$ cat config.mk
export PLATFORM = sky130hd
export DESIGN_NAME = vga_fb_arbiter
export DESIGN_NICKNAME = d
export VERILOG_FILES = /design/src/rtl/vga_fb_arbiter.sv
export SDC_FILE = /design/constraint.sdc
export NUM_CORES = 1
export LEC_CHECK = 0
export ABC_AREA = 1
export ABC_CLOCK_PERIOD_IN_PS = 1000
export BUFFER_PORTS_ARGS = -buffer_cell sky130_fd_sc_hd__buf_2
export CAP_MARGIN = 30
export CELL_PAD_IN_SITES_DETAIL_PLACEMENT = 1
export CELL_PAD_IN_SITES_GLOBAL_PLACEMENT = 1
export CORE_MARGIN = 2
export CORE_UTILIZATION = 31
export DETAILED_ROUTE_END_ITERATION = 8
export PLACE_DENSITY_LB_ADDON = 0.1
export SLEW_MARGIN = 30
export SYNTH_ARGS = -nofsm -noshare
export SYNTH_HDL_FRONTEND = slang
export SYNTH_SLANG_ARGS = --single-unit
$ cat constraint.sdc
create_clock -name clk -period 1 [get_ports clk]
set_input_delay 0.2 -clock clk [delete_from_list [all_inputs] [get_ports clk]]
set_output_delay 0.2 -clock clk [all_outputs]
set_load 0.05 [all_outputs]
$ cat src/rtl/vga_fb_arbiter.sv
// Shares a single-port 8x8-cell colour framebuffer between VGA scanout and a host port.
// Define FB_VBLANK_WRITE_EN to restrict host grants to vertical blanking (tear-free updates).
module vga_fb_arbiter #(
  parameter int unsigned H_ACTIVE   = 640,
  parameter int unsigned V_ACTIVE   = 480,
  parameter int unsigned CELL_SHIFT = 3,
  parameter int unsigned CELLS_X    = 80,
  parameter int unsigned ADDR_W     = 13
) (
  input  logic              clk,
  input  logic              rst,
  input  logic [9:0]        row_i,
  input  logic [9:0]        col_i,
  input  logic              host_req_i,
  input  logic              host_we_i,
  input  logic [ADDR_W-1:0] host_addr_i,
  input  logic [2:0]        host_wdata_i,
  output logic              host_ack_o,
  output logic [2:0]        host_rdata_o,
  output logic              host_rdata_valid_o,
  output logic [ADDR_W-1:0] mem_addr_o,
  output logic              mem_we_o,
  output logic [2:0]        mem_wdata_o,
  input  logic [2:0]        mem_rdata_i,
  output logic [2:0]        pixel_rgb_o
);

  localparam int unsigned CNT_W = 10;
  localparam int unsigned RGB_W = 3;

  logic              active_c;
  logic              slot_c;
  logic              host_ok_c;
  logic              grant_c;
  logic [CNT_W-1:0]  row_cell_c;
  logic [CNT_W-1:0]  col_cell_c;
  logic [ADDR_W-1:0] scan_addr_c;

  logic [ADDR_W-1:0] mem_addr_q, mem_addr_d;
  logic              mem_we_q, mem_we_d;
  logic [RGB_W-1:0]  mem_wdata_q, mem_wdata_d;
  logic              host_ack_q, host_ack_d;
  logic              rvalid_q, rvalid_d;
  logic              scan_d1_q, scan_d2_q;
  logic              active_d1_q, active_d2_q;
  logic [RGB_W-1:0]  cell_q, cell_d;
  logic [RGB_W-1:0]  pixel_q, pixel_d;

  assign active_c   = (col_i < CNT_W'(H_ACTIVE)) && (row_i < CNT_W'(V_ACTIVE));
  assign slot_c     = active_c && (col_i[CELL_SHIFT-1:0] == '0);
  assign row_cell_c = row_i >> CELL_SHIFT;
  assign col_cell_c = col_i >> CELL_SHIFT;

`ifdef FB_VBLANK_WRITE_EN
  assign host_ok_c = (row_i >= CNT_W'(V_ACTIVE));
`else
  assign host_ok_c = 1'b1;
`endif

  // A request seen in its own ack cycle is stale and must not be granted twice.
  assign grant_c = !slot_c && host_ok_c && host_req_i && !host_ack_q;

  // Cell address: row_cell * CELLS_X as a constant shift-add, plus column cell.
  always_comb begin
    scan_addr_c = '0;
    for (int unsigned i = 0; i < ADDR_W; i++) begin
      if (CELLS_X[i]) scan_addr_c = scan_addr_c + (ADDR_W'(row_cell_c) << i);
    end
    scan_addr_c = scan_addr_c + ADDR_W'(col_cell_c);
  end

  always_comb begin
    mem_addr_d  = mem_addr_q;
    mem_we_d    = 1'b0;
    mem_wdata_d = mem_wdata_q;
    host_ack_d  = grant_c;
    rvalid_d    = host_ack_q && !mem_we_q;
    if (slot_c) begin
      mem_addr_d = scan_addr_c;
    end else if (grant_c) begin
      mem_addr_d  = host_addr_i;
      mem_we_d    = host_we_i;
      mem_wdata_d = host_wdata_i;
    end
    // Fresh scan data bypasses into the pixel stage so latency stays at 3 cycles.
    cell_d  = scan_d2_q ? mem_rdata_i : cell_q;
    pixel_d = active_d2_q ? cell_d : '0;
  end

  always_ff @(posedge clk or posedge rst) begin
    if (rst) begin
      mem_addr_q  <= '0;
      mem_we_q    <= 1'b0;
      mem_wdata_q <= '0;
      host_ack_q  <= 1'b0;
      rvalid_q    <= 1'b0;
      scan_d1_q   <= 1'b0;
      scan_d2_q   <= 1'b0;
      active_d1_q <= 1'b0;
      active_d2_q <= 1'b0;
      cell_q      <= '0;
      pixel_q     <= '0;
    end else begin
      mem_addr_q  <= mem_addr_d;
      mem_we_q    <= mem_we_d;
      mem_wdata_q <= mem_wdata_d;
      host_ack_q  <= host_ack_d;
      rvalid_q    <= rvalid_d;
      scan_d1_q   <= slot_c;
      scan_d2_q   <= scan_d1_q;
      active_d1_q <= active_c;
      active_d2_q <= active_d1_q;
      cell_q      <= cell_d;
      pixel_q     <= pixel_d;
    end
  end

  assign mem_addr_o         = mem_addr_q;
  assign mem_we_o           = mem_we_q;
  assign mem_wdata_o        = mem_wdata_q;
  assign host_ack_o         = host_ack_q;
  assign host_rdata_valid_o = rvalid_q;
  // Read data arrives from the RAM in the valid cycle itself.
  assign host_rdata_o       = rvalid_q ? mem_rdata_i : '0;
  assign pixel_rgb_o        = pixel_q;

endmodule

==> results of run 1 <==
[layout make-up]
type | count | area (um^2) | area share, %
clock buffer | 6 | 72.6 | 2.26
clock inverter | 2 | 10.0 | 0.311
inverter | 46 | 206 | 6.42
multi-input combinational | 152 | 1120 | 35.0
sequential | 29 | 728 | 22.7
tap | 72 | 90.1 | 2.80
timing repair buffer | 116 | 983 | 30.6
[power by group]
group	total, W	internal (W)	switching [W]	leakage [nW]
Sequential	0.00145	0.00134	0.000110	0.361
Combinational	0.00198	0.000858	0.00112	1.29
Clock	0.000903	0.000481	0.000423	0.0450
[through the flow]
step           setup slack [ns]  util (%)
5_1_grt                  -0.626      58.7
3_5_place_dp             -0.933      44.7
6_report                 -0.527      58.7
4_1_cts                  -0.530      55.6
3_3_place_gp             -0.865      44.7
2_1_floorplan            -0.628         -
[kinds of logic after synthesis]
logic type	synth area share [%]
and+or+nand+nor	33.6
buffers and inverters	10.8
adders and majority gates	11.6
AOI/OAI and AO/OA	1.93
DFF	41.5
xor gates and xnor gates	0.501
[sequential cells by signal (all words and copies together) (netlist names)]
signal	flops
active_d2_q	1
mem_wdata_o	3
mem_addr_o	13
cell_q	3
pixel_rgb_o	3
active_d1_q	1
host_rdata_valid_o	1
scan_d1_q	1
host_ack_o	1
mem_we_o	1
scan_d2_q	1
[per-layer routing]
layer	routed length [um]	GRT usage [%]	vias to the layer above
met5	0	0	-
met4	48	2.07	0
met3	196	3.86	6
met2	3230	36.8	42
met1	2490	24.5	943
li1	-	-	962
[worst register-to-register path, cell delays in order (launching register included)]
cell     delay [ns]
dfrtp_2        0.41
inv_2          0.08
nand2_4        0.12
inv_4          0.13
nand2_4        0.08
nand2_1        0.07
nand2_1        0.05
[cell usage in the layout, fill, tap and decap left out, types with 3 or more instances in the layout]
cell type / netlist / routed
nand3_2: 0 / 10
buf_2: 1 / 34
inv_4: 0 / 3
clkinvlp_4: 0 / 3
ha_1: 13 / 6
buf_8: 0 / 4
nor2_4: 0 / 3
nand4_1: 9 / 9
nand2_2: 2 / 15
nand2_4: 0 / 6
clkbuf_8: 0 / 5
ha_4: 0 / 6
nand2_1: 70 / 50
inv_1: 45 / 34
buf_6: 1 / 34
nand3_4: 1 / 3
dfrtp_1: 29 / 27
buf_4: 0 / 40
nor2_1: 9 / 6
inv_2: 1 / 4
nand3_1: 34 / 23
buf_12: 0 / 3
a21oi_1: 5 / 4
[worst paths after layout]
check                                     start             end  slack [ns]  cells past startpoint
worst max-delay path                   row_i[5]   mem_addr_o[8]       -0.53                     11
worst min-delay path            host_wdata_i[2]  mem_wdata_o[2]        0.13                      3
worst max register to register       host_ack_o  mem_wdata_o[0]       -0.06                      6
worst min register to register      active_d1_q     active_d2_q        0.35                      0
max in group asynchronous                   rst      host_ack_o        0.31                      4
min in group asynchronous                   rst   mem_addr_o[7]        0.51                      4
[timing repair]
item	CTS	global route
buffers inserted	16	8
hold endpoints to repair	29	0
gates cloned	1	0
gates resized for setup	101	24
pin swaps	29	13
hold buffers	1	0
setup endpoints to repair	42	45
==> out/results.ini, run 1 <==
[sta]
hold_viol=0
whs_ns=0.126
finalMaxSlewViolations=0
tightest_slew_ns=0.297
clock_skew_ns=0.00650
max-slew-margin-rel_pct=80.1
fin_crit_sh_pct=153
fin_ws_ns=-0.527
setup_tns_ns=-7.91
fmax_mhz=655
rsz0062_at_grt=yes
min_period_ns=1.53
setup_viol_count_final=42

[placed_design]
placement.io_buffers=64
gp_congestion=0.758
placedCellCount=390
dpl_cell_area_um2=2450
hpwlAfterDp_um=3850

[grt]
grt_pass1_wl_um=9780
grt_max_degree=30
antenna_found_initial=0
grt_use_total_pct=19.8
overflow=0
grt_pass1_vias=2108

[setup_path]
critPathMostFrequentCell=nand2_1
critical_path.top_delay_family=adder cells
crit_required_ns=1.21
path_cells=buf_8, inv_4, fa_2, inv_1, ha_1, nor2_2, nand2_2, nand2_1, xnor2_1, nand2_1, nand3_1
endpoint_kind=flip-flop
path_buf_inv=3
startpoint_type=primary input
critPathMaxStageDelay_ns=0.58
path_class=in2reg
crit_slowest_cell=fa_2
worstPathMaxFanout=3
arrival_ns=1.74

[clock_network]
clkTransAtPathRegs_ns=0.06
cts_num_sinks=29
clk_latency_ns=0.27
tritoncts=built
clock_path_buffers=2
root_buffer=clkbuf_8
cts-htree-levels=2
cts_buffers=5

[cells_and_area]
fin_nets=408
nFillCells=660
layout-drive-gt1-share_pct=53.8
syn_to_final_growth_pct=83.9
fin_area_um2=3210
fin_cells=423
antenna_cells=0

[power]
ir_drop_mv=0.857
powerDensity_nw_per_um2=1350
finalPower_w=0.00433
p_leak_nw=1.70

[route]
via_per_inst=4.62
wirelength_um=5970
ant_nets=0
wire_per_inst_um=14.1
vias=1953
post-route-drc-count=0
drt_first_iter_violations=57
drt_pre_antenna_iters=3

[synthesis]
synth_cell_types=19
yosys-top-cells-area=dfrtp_1 42%, nand2_1 15%, nand3_1 9.7%
ys_ff_latch=29
syn-instance-count=228
yosysTopAreaCellShare_pct=41.5
synth.most_common_cell=nand2_1
avgSynthCellArea_um2=7.67
dominantRegCellSynth=dfrtp_1
synth_common_cells=70 x nand2_1, 45 x inv_1, 34 x nand3_1, 29 x dfrtp_1, 13 x ha_1
ys_warn_count=0
syn_area_um2=1750
synth_largest_area_cell=dfrtp_1
synth_edf_count=0
syn_nets=286
synth-async-reset-ratio_pct=100
ys_seq_area_share_pct=41.5

[run_status]
violations=negative setup slack
outcome=finished, violations left

[hold_path]
min_path_type=in2reg

[die]
initial_utilization_pct=31.9
core_um2=5470
fp-row-count=27
die_area_um2=6260
chipWidth_um=79.1
die_y_um=79.1
io-pin-count=68

[flow_run]
drv_cap=0

Note: power is estimated with default switching activity, not from simulation.
==> run 2, diff against run 1 <==
Settings changed: ABC_AREA 1 to 0, CORE_UTILIZATION 31 to 32.
==> run 2 against run 1 <==
The run still ends with negative setup slack left; cell count shrank 27%; synthesized cell count down 39%; total power shrank 1.0%; final area down 17%; first-iteration DRC count decreased by 28%; largest cell class unchanged.
==> out/results.ini, run 2 <==
[run_status]
outcome=finished, violations left
violations=negative setup slack

[route]
wire_per_inst_um=15.2
drt_first_iter_violations=41
wl_met2_um=2720
drt_pre_antenna_iters=3
met3_length_um=179
dr.max_layer_used=met4
wl_met1_um=1750
vias=1423
ant_nets=0
via_per_inst=4.59
post-route-drc-count=0
wirelength_um=4730

[placed_design]
dpl_cell_area_um2=2200
placedCellCount=288
placement.io_buffers=64
gp_congestion=0.703
hpwlAfterDp_um=3270

[cells_and_area]
syn_to_final_growth_pct=69.7
antenna_cells=0
fin_cells=310
largest_register_ffs=13
final_common_cell=buf_2
fin_area_um2=2670
layout-drive-gt1-share_pct=62.6
layout_common_cells=36 x buf_2, 34 x buf_6, 27 x buf_4
fin_nets=300

[sta]
finalMaxSlewViolations=0
setup_viol_count_final=42
clock_skew_ns=0.00353
tightest_slew_ns=0.293
whs_ns=0.159
rsz0062_at_grt=yes
max-slew-margin-rel_pct=80.3
setup_tns_ns=-8.15
fmax_mhz=543
hold_viol=0
fin_ws_ns=-0.841
min_period_ns=1.84
fin_crit_sh_pct=184

[hold_path]
min_path_type=in2reg

[clock_network]
root_buffer=clkbuf_8
cts_num_sinks=29
clk_latency_ns=0.28
tritoncts=built
clkTransAtPathRegs_ns=0.06
cts-htree-levels=2
clock_path_buffers=2
cts_buffers=5

[setup_path]
critical_path.top_delay_family=adder cells
rr_startpoint=host_ack_o
r2r_cells=4
crit_required_ns=1.21
startpoint_type=primary input
endpoint_kind=flip-flop
crit_slowest_cell=fa_1
crit_cells=10
path_class=in2reg
arrival_ns=2.05
cp-endpoint=mem_addr_o[10]
r2r_setup_slack_ns=-0.29
worstPathMaxFanout=2
critPathMostFrequentCell=inv_2
path_buf_inv=3
timing.rr.end=mem_wdata_o[2]
crit_path_start=row_i[5]
critPathMaxStageDelay_ns=0.58
path_cells=buf_6, inv_2, fa_1, inv_2, ha_4, a211oi_4, o21ai_2, and3_4, or3_1, o21ai_1

[grt]
overflow=0
grt_use_total_pct=17.6
grt_pass1_wl_um=7190
grt_max_degree=30
grt_pass1_vias=1558
antenna_found_initial=0

[power]
powerDensity_nw_per_um2=1600
finalPower_w=0.00428
p_leak_nw=1.35
ir_drop_mv=0.520

[synthesis]
syn_area_um2=1570
avgSynthCellArea_um2=11.4
synth_edf_count=0
ys_seq_area_share_pct=46.1
ys_warn_count=0
yosysTopAreaCellShare_pct=46.1
syn-instance-count=138
synth_largest_area_cell=dfrtp_1
yosys-top-cells-area=dfrtp_1 46%, ha_1 10%, mux2i_1 7.0%
dominantRegCellSynth=dfrtp_1
synth_common_cells=29 x dfrtp_1, 13 x ha_1, 11 x mux2i_1, 10 x a21oi_1, 10 x nor2_1
syn_nets=196
synth-async-reset-ratio_pct=100
ys_ff_latch=29
synth.most_common_cell=dfrtp_1
synth_cell_types=35

[die]
fp-row-count=25
core_um2=4720
io-pin-count=68
die_y_um=74.1
initial_utilization_pct=33.3
chipWidth_um=74.1
die_area_um2=5500

[flow_run]
drv_cap=0

==> run 2: power by group <==
group	leakage, nW	total [W]	internal [W]	switching [W]
Sequential	0.351	0.00146	0.00135	0.000115
Combinational	0.954	0.00191	0.000904	0.00101
Clock	0.0450	0.000908	0.000481	0.000427
Total	1.35	0.00428	0.00273	0.00155
==> run 2: worst register-to-register path, cell delays in order (launching register included) <==
cell     delay [ns]
dfrtp_2        0.41
nor2b_2        0.12
buf_6          0.15
and2_4         0.19
mux2_4         0.30
==> run 2: how the worst min path moves through the flow <==
stage / startpoint / end / depth (start not counted)
final: host_wdata_i[0] / mem_wdata_o[0] / 2
after global routing: host_wdata_i[1] / mem_wdata_o[1] / 2
after floorplan: rst / active_d1_q / 1
after CTS: host_wdata_i[0] / mem_wdata_o[0] / 2
after detailed placement: rst / pixel_rgb_o[2] / 3
after global placement: rst / mem_addr_o[2] / 3
==> run 2: cell type report <==
cell class / instances / area (um^2)
repair buffers: 102 / 841
clock inverters: 2 / 10.0
well taps: 67 / 83.8
multi-input cells: 95 / 893
fillers: 509 / 2050
inverters: 9 / 41.3
clock buffers: 6 / 72.6
flip-flops and latches: 29 / 729
==> run 2: repair_timing <==
item | 4_1_cts | 5_1_grt
endpoints found under the hold margin | 29 | 0
pin swaps | 17 | 10
hold buffers | 1 | 0
gates resized for setup | 70 | 15
setup buffers | 7 | 7
setup endpoints to repair | 46 | 47
==> run 2: through the flow <==
stage | setup slack (ns) | util (%)
floorplan | -0.942 | -
global placement | -1.16 | 46.5
detailed placement | -1.20 | 46.5
CTS | -0.816 | 54.3
global route | -0.906 | 56.6
finish | -0.841 | 56.6
==> run 2: cells by family after synthesis <==
group / after synthesis / synth area share, %
and+or+nand+nor: 31 / 11.2
DFF: 29 / 46.1
AOI/OAI and AO/OA: 28 / 11.3
muxes: 19 / 13.4
adders and majority gates: 15 / 12.9
buffers and inverters: 14 / 3.97
xor gates and xnor gates: 2 / 1.11
==> run 2: per-layer routing <==
layer,vias to the layer above,global-route usage (%)
met4,0,6.67
li1,685,-
met3,7,4.47
met5,-,0
met2,35,33.9
met1,696,18.2
